[src/rtl/lsu_pkg.sv]
// rtl/lsu_pkg.sv - shared types and constants for the load/store unit
// Purpose: FSM state encoding, funct3 access-size codes and the request
//          legality check used by load_store_unit.
// Ports:   none (package).
package lsu_pkg;

  typedef enum logic [1:0] {
    IDLE = 2'd0,
    BUSY = 2'd1,
    DONE = 2'd2
  } lsu_state_e;

  localparam logic [2:0] F3_B  = 3'b000;
  localparam logic [2:0] F3_H  = 3'b001;
  localparam logic [2:0] F3_W  = 3'b010;
  localparam logic [2:0] F3_BU = 3'b100;
  localparam logic [2:0] F3_HU = 3'b101;

  // 1 when the request must be refused without touching memory.
  function automatic logic lsu_illegal(input logic rd, input logic wr,
                                       input logic [2:0] f3, input logic [1:0] off);
    logic bad;
    bad = rd & wr;
    case (f3)
      F3_B, F3_BU: ;
      F3_H, F3_HU: if (off[0]) bad = 1'b1;
      F3_W:        if (off != 2'b00) bad = 1'b1;
      default:     bad = 1'b1;
    endcase
    // unsigned sizes only make sense for loads
    if (wr && (f3 == F3_BU || f3 == F3_HU)) bad = 1'b1;
    return bad;
  endfunction

endpackage

[src/rtl/load_store_unit_if.sv]
// rtl/load_store_unit_if.sv - data-memory request/acknowledge bus
// Purpose: groups the req/ack handshake to data memory.
// Ports:   dm_req/dm_we/dm_addr/dm_be/dm_wdata driven by the LSU (master),
//          dm_ack/dm_rdata driven by memory (slave).
interface load_store_unit_if;
  logic        dm_req;
  logic        dm_we;
  logic [31:0] dm_addr;
  logic [3:0]  dm_be;
  logic [31:0] dm_wdata;
  logic        dm_ack;
  logic [31:0] dm_rdata;

  modport master (output dm_req, dm_we, dm_addr, dm_be, dm_wdata,
                  input  dm_ack, dm_rdata);
  modport slave  (input  dm_req, dm_we, dm_addr, dm_be, dm_wdata,
                  output dm_ack, dm_rdata);
endinterface

[src/rtl/lsu_align.sv]
// rtl/lsu_align.sv - byte-lane steering for stores and load extraction
// Purpose: combinational store byte-enable/replication and load
//          byte/half selection with sign or zero extension.
// Ports:   st_funct3/st_off/st_we/st_data -> st_be/st_lanes (store side),
//          ld_funct3/ld_off/ld_word -> ld_data (load side).
module lsu_align
  import lsu_pkg::*;
(
  input  logic [2:0]  st_funct3,
  input  logic [1:0]  st_off,
  input  logic        st_we,
  input  logic [31:0] st_data,
  output logic [3:0]  st_be,
  output logic [31:0] st_lanes,
  input  logic [2:0]  ld_funct3,
  input  logic [1:0]  ld_off,
  input  logic [31:0] ld_word,
  output logic [31:0] ld_data
);

  logic [7:0]  ld_byte;
  logic [15:0] ld_half;

  always_comb begin
    st_be    = 4'b1111;
    st_lanes = '0;
    if (st_we) begin
      case (st_funct3)
        F3_B: begin
          st_be    = 4'b0001 << st_off;
          st_lanes = {4{st_data[7:0]}};
        end
        F3_H: begin
          st_be    = st_off[1] ? 4'b1100 : 4'b0011;
          st_lanes = {2{st_data[15:0]}};
        end
        default: st_lanes = st_data;
      endcase
    end
  end

  always_comb begin
    ld_byte = ld_word[{ld_off, 3'b000} +: 8];
    ld_half = ld_word[{ld_off[1], 4'b0000} +: 16];
    case (ld_funct3)
      F3_B:    ld_data = {{24{ld_byte[7]}}, ld_byte};
      F3_H:    ld_data = {{16{ld_half[15]}}, ld_half};
      F3_BU:   ld_data = {24'd0, ld_byte};
      F3_HU:   ld_data = {16'd0, ld_half};
      default: ld_data = ld_word;
    endcase
  end

endmodule

[src/rtl/load_store_unit.sv]
// rtl/load_store_unit.sv - data-memory access stage with stall and timeout
// Purpose: accepts a load/store from the ALU stage, runs one req/ack access
//          on the data bus, extends load data and stalls the core meanwhile.
// Ports:   clk, rst (async active-low); mem_read/mem_write/funct3/addr/wdata
//          request; rdata/stall/done/misalign/bus_err status; dm bus master.
module load_store_unit
  import lsu_pkg::*;
#(
  parameter int TIMEOUT = 16
) (
  input  logic        clk,
  input  logic        rst,
  input  logic        mem_read,
  input  logic        mem_write,
  input  logic [2:0]  funct3,
  input  logic [31:0] addr,
  input  logic [31:0] wdata,
  output logic [31:0] rdata,
  output logic        stall,
  output logic        done,
  output logic        misalign,
  output logic        bus_err,
  load_store_unit_if.master dm
);

  localparam logic [7:0] TMO_LAST = 8'(TIMEOUT - 1);

  lsu_state_e  state, next_state;
  logic [7:0]  cnt;
  logic        we_q;
  logic [2:0]  f3_q;
  logic [1:0]  off_q;
  logic [31:0] addr_q, wdata_q;
  logic [3:0]  be_q;
  logic        op, bad, accept, tmo;
  logic [3:0]  st_be;
  logic [31:0] st_lanes, ld_data;

  lsu_align u_align (
    .st_funct3 (funct3),
    .st_off    (addr[1:0]),
    .st_we     (mem_write),
    .st_data   (wdata),
    .st_be     (st_be),
    .st_lanes  (st_lanes),
    .ld_funct3 (f3_q),
    .ld_off    (off_q),
    .ld_word   (dm.dm_rdata),
    .ld_data   (ld_data)
  );

  always_comb begin
    op         = mem_read | mem_write;
    bad        = lsu_illegal(mem_read, mem_write, funct3, addr[1:0]);
    accept     = (state == IDLE) && op && !bad;
    tmo        = (cnt == TMO_LAST);
    next_state = state;
    case (state)
      IDLE:    if (accept) next_state = BUSY;
      BUSY:    if (dm.dm_ack || tmo) next_state = DONE;
      DONE:    next_state = IDLE;
      default: next_state = IDLE;
    endcase
    // gated by rst so a reset mid-access releases the core immediately
    stall = rst && (accept || state == BUSY);
  end

  assign done        = (state == DONE);
  assign dm.dm_req   = (state == BUSY);
  assign dm.dm_we    = we_q;
  assign dm.dm_addr  = addr_q;
  assign dm.dm_be    = be_q;
  assign dm.dm_wdata = wdata_q;

  always_ff @(posedge clk or negedge rst) begin
    if (!rst) begin
      state    <= IDLE;
      cnt      <= '0;
      we_q     <= 1'b0;
      f3_q     <= '0;
      off_q    <= '0;
      addr_q   <= '0;
      be_q     <= '0;
      wdata_q  <= '0;
      rdata    <= '0;
      misalign <= 1'b0;
      bus_err  <= 1'b0;
    end else begin
      state    <= next_state;
      misalign <= (state == IDLE) && op && bad;
      bus_err  <= 1'b0;
      case (state)
        IDLE: if (accept) begin
          we_q    <= mem_write;
          f3_q    <= funct3;
          off_q   <= addr[1:0];
          addr_q  <= {addr[31:2], 2'b00};
          be_q    <= st_be;
          wdata_q <= st_lanes;
          cnt     <= '0;
        end
        BUSY: begin
          // ack takes priority over a simultaneous timeout
          if (dm.dm_ack) begin
            rdata <= we_q ? 32'd0 : ld_data;
          end else if (tmo) begin
            rdata   <= '0;
            bus_err <= 1'b1;
          end else begin
            cnt <= cnt + 8'd1;
          end
        end
        default: ;
      endcase
    end
  end

endmodule

[src/flat_wrapper.sv]
// flat-port wrapper written by rule: the top's interface ports become plain ports
module load_store_unit_flat import lsu_pkg::*;
#(
  parameter int TIMEOUT = 16
)
  (clk, rst, mem_read, mem_write, funct3, addr, wdata, rdata, stall, done, misalign, bus_err, dm_dm_req, dm_dm_we, dm_dm_addr, dm_dm_be, dm_dm_wdata, dm_dm_ack, dm_dm_rdata);
  load_store_unit_if dm_i ();
  input  logic clk;
  input  logic rst;
  input  logic mem_read;
  input  logic mem_write;
  input  logic [2:0] funct3;
  input  logic [31:0] addr;
  input  logic [31:0] wdata;
  output logic [31:0] rdata;
  output logic stall;
  output logic done;
  output logic misalign;
  output logic bus_err;
  output wire logic [$bits(dm_i.dm_req)-1:0] dm_dm_req;
  output wire logic [$bits(dm_i.dm_we)-1:0] dm_dm_we;
  output wire logic [$bits(dm_i.dm_addr)-1:0] dm_dm_addr;
  output wire logic [$bits(dm_i.dm_be)-1:0] dm_dm_be;
  output wire logic [$bits(dm_i.dm_wdata)-1:0] dm_dm_wdata;
  input wire logic [$bits(dm_i.dm_ack)-1:0] dm_dm_ack;
  input wire logic [$bits(dm_i.dm_rdata)-1:0] dm_dm_rdata;
  assign dm_dm_req = dm_i.dm_req;
  assign dm_dm_we = dm_i.dm_we;
  assign dm_dm_addr = dm_i.dm_addr;
  assign dm_dm_be = dm_i.dm_be;
  assign dm_dm_wdata = dm_i.dm_wdata;
  assign dm_i.dm_ack = dm_dm_ack;
  assign dm_i.dm_rdata = dm_dm_rdata;
  load_store_unit #(.TIMEOUT(TIMEOUT)) u_core (.clk(clk), .rst(rst), .mem_read(mem_read), .mem_write(mem_write), .funct3(funct3), .addr(addr), .wdata(wdata), .rdata(rdata), .stall(stall), .done(done), .misalign(misalign), .bus_err(bus_err), .dm(dm_i));
endmodule
[config.mk]
export PLATFORM = sky130hd
export DESIGN_NAME = load_store_unit_flat
export DESIGN_NICKNAME = d
export VERILOG_FILES = /design/src/rtl/lsu_pkg.sv /design/src/rtl/load_store_unit_if.sv /design/src/rtl/lsu_align.sv /design/src/rtl/load_store_unit.sv /design/src/flat_wrapper.sv
export SDC_FILE = /design/constraint.sdc
export NUM_CORES = 1
export LEC_CHECK = 0
export BUFFER_PORTS_ARGS = -buffer_cell sky130_fd_sc_hd__clkbuf_2
export CORE_MARGIN = 4
export CORE_UTILIZATION = 30
export CTS_BUF_LIST = sky130_fd_sc_hd__clkbuf_16
export CTS_CLUSTER_SIZE = 10
export DETAILED_ROUTE_END_ITERATION = 6
export GPL_ROUTABILITY_DRIVEN = 1
export HOLD_SLACK_MARGIN = 0.02
export PLACE_DENSITY = 0.53
export SYNTH_ARGS = -nofsm -noshare
export SYNTH_HDL_FRONTEND = slang
export SYNTH_HIERARCHICAL = 1
export SYNTH_SLANG_ARGS = --single-unit
[constraint.sdc]
create_clock -name clk -period 3.1 [get_ports clk]
set_input_delay 0.62 -clock clk [delete_from_list [all_inputs] [get_ports clk]]
set_output_delay 0.62 -clock clk [all_outputs]
set_load 0.01 [all_outputs]
## Yosys cells after proc, flatten, opt, wreduce, memory -nomap -nowiden

Index checks and enable logic that the tools add are counted.

| operators by class | value |
|---|---|
| reduce and logical (&&, ||, !) cells | 21 |
| multiplexer cells | 23 |
| add/sub/neg operators | 1 |
| shifts and indexed selects | 3 |
| eq/ne operators | 14 |
| bitwise operators | 2 |

Operators by type and width:

| kind | number |
|---|---|
| 2-to-1 mux 32 bit | 4 |
| case mux 32 bit (4 select lines) | 1 |
| case mux 32 bit (2 select lines) | 1 |
| variable part select 32 x 6 -> 16 bit | 1 |
| variable part select 32 x 6 -> 8 bit | 1 |
| 2-to-1 mux 8 bit | 3 |
| case mux 8 bit (2 select lines) | 1 |
| == test 3 bit (second input constant) | 4 |
| adder 8 x 1 -> 8 bit (second input constant) | 1 |
| == test 8 x 4 -> 1 bit (second input constant) | 1 |
| 2-to-1 mux 4 bit | 2 |
| case mux 4 bit (2 select lines) | 1 |
| == test 3 x 1 -> 1 bit (second input constant) | 2 |
| zero test 3 bit | 2 |
| 2-to-1 mux 1 bit | 6 |
| AND reduction 2 bit | 3 |
| nonzero test 2 bit | 3 |
| logical AND 1 bit | 5 |
| 2-to-1 mux 2 bit | 2 |
| != test 2 x 1 -> 1 bit (second input constant) | 2 |
| != test 2 bit (second input constant) | 2 |
| case mux 2 bit (2 select lines) | 1 |
| AND reduction 4 bit | 1 |
| OR reduction 2 bit | 2 |
| 10 further kinds | 12 |

| word-level totals | value |
|---|---|
| bits in registers | 116 |
| input bits | 104 |
| logic and storage cells | 75 |
| output and inout bits | 106 |

## Logic depth before layout (Yosys ltp)

Gate-level depths: netlist (run 1).

| depth | value |
|---|---|
| depth in word-level cells | 8 |
| gate-level depth with buffers | 6 |
| mapped depth without buffers | 5 |

## Modules after synthesis

Netlist (run 1), hierarchy kept.

By module, submodules not included:

| module | times used | area an instance (um^2) | cells an instance | seq. area each (um^2) |
|---|---|---|---|---|
| load_store_unit | 1 | 4,481.8 | 291 | 2,902.8 |
| lsu_align | 1 | 1,495.2 | 211 | 0.0 |

## Least setup slack after synthesis (run 1)

Ideal clock, no wire load.

| timing | value |
|---|---|
| path kind | input to output |
| start | in funct3[2] |
| end | out stall |
| stages on the path | 6 |
| arrival time | 1.672 ns |
| slack | 0.808 ns |
| cell sequence | o31ai_1 > nand3_1 > nor2_1 > buf_4 > buf_4 > o21a_1 |

| on the way | value |
|---|---|
| word-level cells in the longest chain between the ends | 8 |
| elaborated cells on any way between the ends | 15 |

RTL lines:

| element | line | source |
|---|---|---|
| from (decl) | flat_wrapper.sv:12 | `input logic [2:0] funct3;` |
| == test 3 x 1 -> 1 bit (tied with other cells) | lsu_pkg.sv:24 | `case (f3)` |
| OR reduction 2 bit / logical OR 1 bit (equally long branches) | lsu_pkg.sv:24, lsu_pkg.sv:31 |  |
| case mux 1 bit (3 select lines) / logical AND 1 bit (equally long branches) | lsu_pkg.sv:24, lsu_pkg.sv:31 |  |
| 2-to-1 mux 1 bit (*) | lsu_pkg.sv:31 | `if (wr && (f3 == F3_BU \|\| f3 == F3_HU)) bad = 1'b1;` |
| zero test 1 bit (*) | load_store_unit.sv:55 | `accept = (state == IDLE) && op && !bad;` |
| logical AND 1 bit (*) | load_store_unit.sv:55 |  |
| logical OR 1 bit (*) | load_store_unit.sv:65 | `stall = rst && (accept \|\| state == BUSY);` |
| logical AND 1 bit (*) | load_store_unit.sv:65 |  |
| to (decl) | flat_wrapper.sv:16 | `output logic stall;` |

Every way passes the cells marked *; elsewhere a longest branch is shown, timed or not.

## Worst setup path in the final report (run 1)

Same ends and word-level chain as after synthesis.

==> results.ini, run 1 <==
[outcome]
outcome = completed

[power_and_ir_drop]
power_uw = 6470
vdd_ir_drop_max_mv = 0.427
p_leak_uw = 0.00382
power_density_nw_per_um2 = 831
seqPwrFrac_pct = 37.0
p_int_uw = 4200
swShare_pct = 35.1
clock_power_share_pct = 29.3
p_switching_uw = 2270
pwr-share-comb_pct = 33.7

[sta]
clock_skew_ns = 0.00993
period_needed_ns = 2.39
slew_headroom_pct = 38.5
rsz0062_at_grt = no
finalSetupTns_ns = 0
final_hold_viol_count = 0
setup_viol = 0
tightest_slew_ns = 0.919
setup_ws_ns = 0.705
slew_viol_final = 0
fmax_ghz = 0.418
min_period_over_period_pct = 77.2

[floorplanning]
start_util_pct = 30.6
die_area_um2 = 22200
fp.dieW_um = 149
dieHeight_um = 149
top_level_ports = 210
rows = 51
core_um2 = 19500

[critical_path]
cp_cell_sequence = clkbuf_2, o31ai_1, nand3_1, nor2_4, o21a_1, clkbuf_2
crit_top_cell = clkbuf_2
worstPathArrival_ns = 1.77
crit_slowest_cell = nand3_1
critPathLaunch = funct3[2]
timing.rr.start = u_core/off_q[0]
crit_path_max_incr_delay_ns = 0.27
worstSetupPathType = input port to output port
cp.required_ns = 2.48
end_kind = output port
start_kind = input port
critical_path.max_fanout = 6

[drt]
routedLengthMet1_um = 7740
final_antenna_net_count = 0
drt_iter0_drc = 206
wire_per_inst_um = 17.6
wirelength_um = 17200
dr.pass1.iters = 6
wl_met2_um = 7850
drc = 0
vias = 4749
dr_wl_met3_um = 1490
avgViaCountPerCell = 4.86
top_layer = met4

[yosys]
synth-edff-count = 0
postSynthCellCount = 502
synth_top_area_share_pct = 48.6
avgSynthCellArea_um2 = 11.9
yosys_warnings = 6
synth_common_cells = 116 x dfrtp_1, 72 x mux2_1, 40 x a22o_1
synth_ff_type = dfrtp_1
async_reset_ff_share_pct = 100
ys_seq_elements = 116
synth-seq-area-share_pct = 48.6
yosysMostFrequentCell = dfrtp_1
yosys-top-cells-area = dfrtp_1 49%, mux2_1 14%, a22o_1 5.9%
synth_cell_types = 53
synth_top_cell_by_area = dfrtp_1
netlist_area_um2 = 5980

[clock_network]
clock_sinks = 116
cts-buffers-inserted = 17
cts_setup_buffers = 0
ctsHtreeMaxLevel = 4
cts.clk_slew.worst_paths_ns = 0.05
cts_resized = 0
ctsHoldBuffers = 0
cts_tree = built
worstSkewPairLatency_ns = 0.41
cts-root-buf = clkbuf_16
cts_max_path_buffers = 2

[place]
gp_congestion = 0.810
preCtsSetupSlack_ns = 0.677
dp.cells = 945
post-dp-hpwl_um = 12500
io_buffers = 207

[cells_and_area]
num_antenna_cells = 0
nets = 804
final_layout_size_suffix_gt1_share_pct = 37.6
finish.utilization_pct = 39.9
final-instance-count-excl-fill = 977
syn2layout_area_growth_pct = 30.3

[global_route]
antenna_found_initial = 0
grt_max_degree = 117
grt_pass1_wl_um = 27200
gr-total-overflow = 0
grtUsageTotal_pct = 15.5
grt_pass1_vias = 5121

[flow_run]
maxCapViolCount = 0

[min_path]
min_path_type = input port to asynchronous set/reset pin

==> metal layers <==
metal  vias to the layer above  track usage [%]
met5                         -                0
met2                       181             24.1
met3                        12             5.86
li1                       2229                -
met1                      2327             20.6
met4                         0             3.84
==> power by group through the flow <==
stage,sequential [uW],clock (uW),combinational [uW]
2_1_floorplan,2550,0,1170
3_3_place_gp,2410,0,2180
3_5_place_dp,2420,0,2210
4_1_cts,2410,1970,2210
5_1_grt,2470,2030,2390
6_report,2390,1900,2180
==> cell families after synthesis <==
logic type / count (synthesis) / share of synthesized area (%)
DFF: 116 / 48.6
other: 1 / 0.0627
and+or+nand+nor: 104 / 10.1
adders and majority gates: 1 / 0.209
AOI/OAI and AO/OA: 122 / 16.4
buffers and inverters: 50 / 4.77
muxes: 107 / 19.8
xor gates and xnor gates: 1 / 0.147
==> registers in the layout (all words and copies together), names as in the netlist <==
signal / flops
u_core/cnt: 8
u_core/f3_q: 3
u_core/dm.dm_wdata: 32
u_core/misalign: 1
u_core/state: 2
u_core/dm.dm_we: 1
u_core/dm.dm_addr: 30
u_core/dm.dm_be: 4
u_core/bus_err: 1
u_core/rdata: 32
u_core/off_q: 2
==> cells in the final DEF, fill, tap and decap left out, types with 10 or more instances in the layout <==
cell type  count
clkbuf_2     206
dfrtp_1      116
mux2_1        72
a22o_1        40
nor2b_1       36
mux2i_1       31
nand2_1       27
a21oi_1       24
clkbuf_16     17
buf_4         10
==> metrics by stage <==
step | hold WS (ns) | cell area, um^2
after floorplan | 0.324 | 5980
after global placement | 0.467 | 7220
after detailed placement | 0.472 | 7220
after CTS | 0.368 | 7790
after global routing | 0.400 | 7790
final | 0.331 | 7790
==> area by class of cell <==
type	count	area, um^2
fillers	1991	11700
flip-flops and latches	116	2900
multi-input cells	337	2800
repair buffers	218	1150
clock buffers	17	425
well taps	265	332
clock inverters	15	144
inverters	9	33.8
==> worst max-delay path, delay by kind of cell <==
| family | cells | cell delay [ns] |
|---|---|---|
| AOI/OAI and AO/OA | 2 | 0.39 |
| buffers and inverters | 2 | 0.27 |
| and+or+nand+nor | 2 | 0.49 |
==> worst paths after layout <==
path	end	cells past startpoint	slack, ns
min in group clk	u_core/dm.dm_addr[11]	2	0.42
worst min register to register	u_core/cnt[7]	1	0.48
worst min-delay path	u_core/rdata[3]	2	0.33
max in group asynchronous	u_core/dm.dm_addr[31]	2	2.29
worst max-delay path	stall	6	0.71
worst max register to register	u_core/rdata[31]	4	0.90
Note: power is estimated with default switching activity, not from simulation.
==> run 2, diff against run 1 <==
clock period = 2.3 ns   (was 3.1 ns; I/O delays follow)
==> run 2 against run 1 <==
Against the previous run:
- global-route usage up 0.18 points
- critical path depth unchanged
- flip-flop and latch count unchanged
==> results.ini, run 2 (synthesis results as in run 1) <==
[drt]
avgViaCountPerCell = 4.85
dr.pass1.iters = 4
drc = 0
drt_iter0_drc = 183
wire_per_inst_um = 17.6
vias = 4774
final_antenna_net_count = 0
wirelength_um = 17400

[floorplanning]
start_util_pct = 30.6
dieHeight_um = 149
top_level_ports = 210
core_um2 = 19500
fp.dieW_um = 149
die_area_um2 = 22200
rows = 51

[sta]
clock_skew_ns = 0.00826
setup_viol = 0
slew_viol_final = 0
min_period_over_period_pct = 88.7
tightest_slew_ns = 0.710
finalSetupTns_ns = 0
rsz0062_at_grt = no
final_hold_viol_count = 0
slew_headroom_pct = 52.6
fmax_ghz = 0.490
period_needed_ns = 2.04

[flow_run]
maxCapViolCount = 0

[place]
io_buffers = 207
gp_congestion = 0.826
dp.cells = 953
post-dp-hpwl_um = 12600

[clock_network]
ctsHoldBuffers = 0
cts-buffers-inserted = 17
cts-root-buf = clkbuf_16
cts_max_path_buffers = 2
cts_resized = 0
cts_setup_buffers = 0
ctsHtreeMaxLevel = 4
cts.clk_slew.worst_paths_ns = 0.06
clock_sinks = 116
cts_tree = built
worstSkewPairLatency_ns = 0.41

[critical_path]
critical_path.max_fanout = 4
timing.rr.start = u_core/off_q[1]
start_kind = flop
worstPathArrival_ns = 1.58
cp.required_ns = 1.84
critPathLaunch = u_core/state[0]
end_kind = output port
worstSetupPathType = flop to output port

[outcome]
outcome = completed

[cells_and_area]
mostFrequentLayoutCells = 206 x clkbuf_2, 116 x dfrtp_1, 72 x mux2_1
final_common_cell = clkbuf_2
n_fill_cell = 1935
final_layout_size_suffix_gt1_share_pct = 38.3
regArea_um2 = 2900
finish.utilization_pct = 40.6
num_antenna_cells = 0
nets = 812
multi_input_area_um2 = 2800
final-instance-count-excl-fill = 985
syn2layout_area_growth_pct = 32.6

[power_and_ir_drop]
vdd_ir_drop_max_mv = 0.503
power_uw = 9100
p_leak_uw = 0.00390
power_density_nw_per_um2 = 1150

[global_route]
grt_pass1_vias = 5131
grt_max_degree = 117
grt_pass1_wl_um = 27600
antenna_found_initial = 0
gr-total-overflow = 0
grtUsageTotal_pct = 15.7

[min_path]
min_path_type = input port to asynchronous set/reset pin

==> run 2: changes by cell type in the layout (fill, tap and decap cells not counted), sizes merged <==
| cell | change |
|---|---|
| clkinvlp | -3 |
| bufinv | +3 |
| buf | +8 |
==> run 2: path summary, 6_finish.rpt <==
check	to	slack (ns)	cells after the start
max	stall	0.26	6
max in group asynchronous	u_core/dm.dm_wdata[24]	1.62	2
min reg2reg	u_core/dm.dm_addr[5]	0.48	1
max reg2reg	u_core/rdata[31]	0.40	6
min in group clk	u_core/dm.dm_addr[11]	0.26	2
min	u_core/rdata[10]	0.10	2
==> run 2: critical path, stage by stage (launching register included) <==
cell and delay (ns):
dfrtp_1 0.40, nor2_1 0.12, o21ai_1 0.07, buf_4 0.16
nor2_4 0.15, o21a_1 0.14, clkbuf_2 0.13
==> run 2: power breakdown <==
group          total, uW  leakage, uW  internal, uW  switching [uW]
clock network       2890     0.000314          1840            1040
logic               3020      0.00213          1450            1570
registers           3200      0.00146          2740             457
==> run 2: cell type report <==
cell class | count | share of cell area [%]
clock buffers | 17 | 5.37
clock inverters | 15 | 2.68
inverters | 9 | 0.426
multi-input cells | 337 | 35.4
flip-flops and latches | 116 | 36.6
well taps | 265 | 4.18
repair buffers | 226 | 15.4
==> run 2: metal layers <==
metal  wire (um)  GRT usage, %  share of wire, %  vias up
met5           0             0                 0        -
li1            -             -                 -     2240
met3        1490          5.53               8.6       16
met1        7760          20.8                45     2323
met4         188          5.03               1.1        0
met2        7920          24.1                46      195
==> run 2: through the flow <==
step / cell area, um^2 / setup slack [ns] / hold WS (ns)
6_report: 7930 / 0.260 / 0.103
2_1_floorplan: 5980 / 0.328 / 0.164
5_1_grt: 7930 / 0.134 / 0.215
3_3_place_gp: 7290 / 0.150 / 0.469
4_1_cts: 7930 / 0.200 / 0.202
3_5_place_dp: 7290 / 0.0698 / 0.474
==> run 3, diff against run 2 <==
RECOVER_POWER = 100   (was default)
==> run 3 against run 2 <==
Against the previous run:
- the flow now finishes with violations (capacitance limit, slew limit)
- non-clock buffer count stayed put
- combinational power is 7.3% lower
- sequential power hardly changed
- clock skew is 0.0042 ns higher
- sequential share of layout area is 0.95 points higher
- wire length hardly changed
- design area is 2.5% lower
- register-to-register slack worse by 0.10 ns
- critical path depth stayed put
- die area stayed put
- first-iteration DRC count is 3.8% lower
- critical path type is now input port to output port
- largest cell class unchanged
- highest routed layer unchanged
==> results.ini, run 3 (synthesis results as in run 1) <==
[critical_path]
cp.required_ns = 1.84
cp_top_family = compound AO/OA/AOI/OAI gates
path_depth = 6
reg2regPathDepth = 5
critical_path.max_fanout = 6
crit_path_max_incr_delay_ns = 0.28
end_kind = output port
critPathLaunch = funct3[2]
cp_cell_sequence = clkbuf_1, o31ai_1, nand3_1, nor2_4, o21a_1, clkbuf_1
timing.rr.start = u_core/cnt[4]
crit_slowest_cell = o31ai_1
worstSetupPathType = input port to output port
start_kind = input port
crit_top_cell = clkbuf_1
crit_buf_inv = 2
worstPathArrival_ns = 1.60

[drt]
drt_iter0_drc = 176
drc = 0
vias = 4764
dr.pass1.iters = 4
avgViaCountPerCell = 4.84
wirelength_um = 17400
wire_per_inst_um = 17.6
final_antenna_net_count = 0

[power_and_ir_drop]
clock_power_share_pct = 32.5
p_leak_uw = 0.00354
power_density_nw_per_um2 = 1150
seqPwrFrac_pct = 36.0
p_int_uw = 5850
vdd_ir_drop_max_mv = 0.500
p_switching_uw = 3040
pwr-share-comb_pct = 31.5
swShare_pct = 34.2

[sta]
clock_skew_ns = 0.0125
min_period_over_period_pct = 89.6
hold_ws_ns = 0.256
setup_viol = 0
slew_headroom_pct = -11.5
final_hold_viol_count = 0
rsz0062_at_grt = no
period_needed_ns = 2.06
tightest_slew_ns = 1.67
finalSetupTns_ns = 0
slew_viol_final = 117
fmax_ghz = 0.485

[cells_and_area]
final_common_cell = dfrtp_1
mostFrequentLayoutCells = 116 x dfrtp_1, 107 x clkbuf_1, 101 x clkbuf_2
nets = 812
num_antenna_cells = 0
final_layout_size_suffix_gt1_share_pct = 22.8
syn2layout_area_growth_pct = 29.3

[clock_network]
clock_sinks = 116
cts.clk_slew.worst_paths_ns = 0.06
worstSkewPairLatency_ns = 0.42
cts_resized = 0
ctsHoldBuffers = 0
ctsHtreeMaxLevel = 4
cts_max_path_buffers = 2
cts_tree = built
cts-buffers-inserted = 17
cts_setup_buffers = 0
cts-root-buf = clkbuf_16

[floorplanning]
start_util_pct = 30.6
dieHeight_um = 149
top_level_ports = 210
core_um2 = 19500
fp.dieW_um = 149
rows = 51
die_area_um2 = 22200

[global_route]
grt_pass1_wl_um = 27600
gr-total-overflow = 0
grt_max_degree = 117
antenna_found_initial = 0
grt_pass1_vias = 5131
grtUsageTotal_pct = 15.7

[min_path]
whs_path_depth = 2
hp-start = addr[11]
min_path_type = input port to flop

[place]
post-dp-hpwl_um = 12600
io_buffers = 207
gp_congestion = 0.826

[flow_run]
maxCapViolCount = 1

[outcome]
violations = capacitance limit, slew limit
outcome = finished with violations

run 3: cell types whose count changed in the layout (fill, tap and decap cells not counted), moves of 3 or more:
| cell | before | now |
|---|---|---|
| clkbuf_2 | 206 | 101 |
| o21ai_1 | 5 | 2 |
| clkbuf_1 | 0 | 107 |
| buf_12 | 3 | 0 |
| o21ai_0 | 2 | 6 |
run 3: worst paths after layout:
check / endpoint / slack (ns)
setup / recovery: stall / 0.24
hold / removal: u_core/dm.dm_addr[11] / 0.26
setup reg to reg: u_core/rdata[23] / 0.30
hold reg to reg: u_core/dm.dm_addr[5] / 0.48
max in group asynchronous: u_core/dm.dm_wdata[24] / 0.57
min in group asynchronous: u_core/rdata[13] / 0.60
run 3: power groups by stage:
stage | logic [uW] | registers [uW] | clock network (uW)
2_1_floorplan | 1580 | 3440 | 0
3_3_place_gp | 3010 | 3210 | 0
3_5_place_dp | 3060 | 3230 | 0
4_1_cts | 3060 | 3210 | 2960
5_1_grt | 3100 | 3300 | 3070
6_report | 2800 | 3200 | 2890
run 3: metal layers:
layer,wire length (um),GRT usage [%],share of wire (%),vias up
li1,-,-,-,2242
met1,7790,20.8,45,2328
met2,7920,24.1,46,179
met3,1490,5.53,8.6,15
met4,160,5.03,0.92,0
met5,0,0,0,-
run 3: final cells by class:
class / instances / area [um^2]
inverter: 9 / 33.8
clock buffer: 17 / 425
timing repair buffer: 226 / 1050
fill: 2001 / 11800
multi-input combinational: 337 / 2770
tap: 265 / 332
sequential: 116 / 2900
clock inverter: 15 / 213
run 3: per-stage QoR:
stage | power, uW | cell area (um^2) | worst slack [ns] | utilization [%] | cells
2_1_floorplan | 5010 | 5980 | 0.328 | - | 503
3_3_place_gp | 6230 | 7290 | 0.150 | 37.3 | 953
3_5_place_dp | 6290 | 7290 | 0.0698 | 37.3 | 953
4_1_cts | 9240 | 7930 | 0.200 | 40.6 | 985
5_1_grt | 9470 | 7730 | 0.108 | 39.6 | 985
6_report | 8890 | 7730 | 0.240 | 39.6 | 985
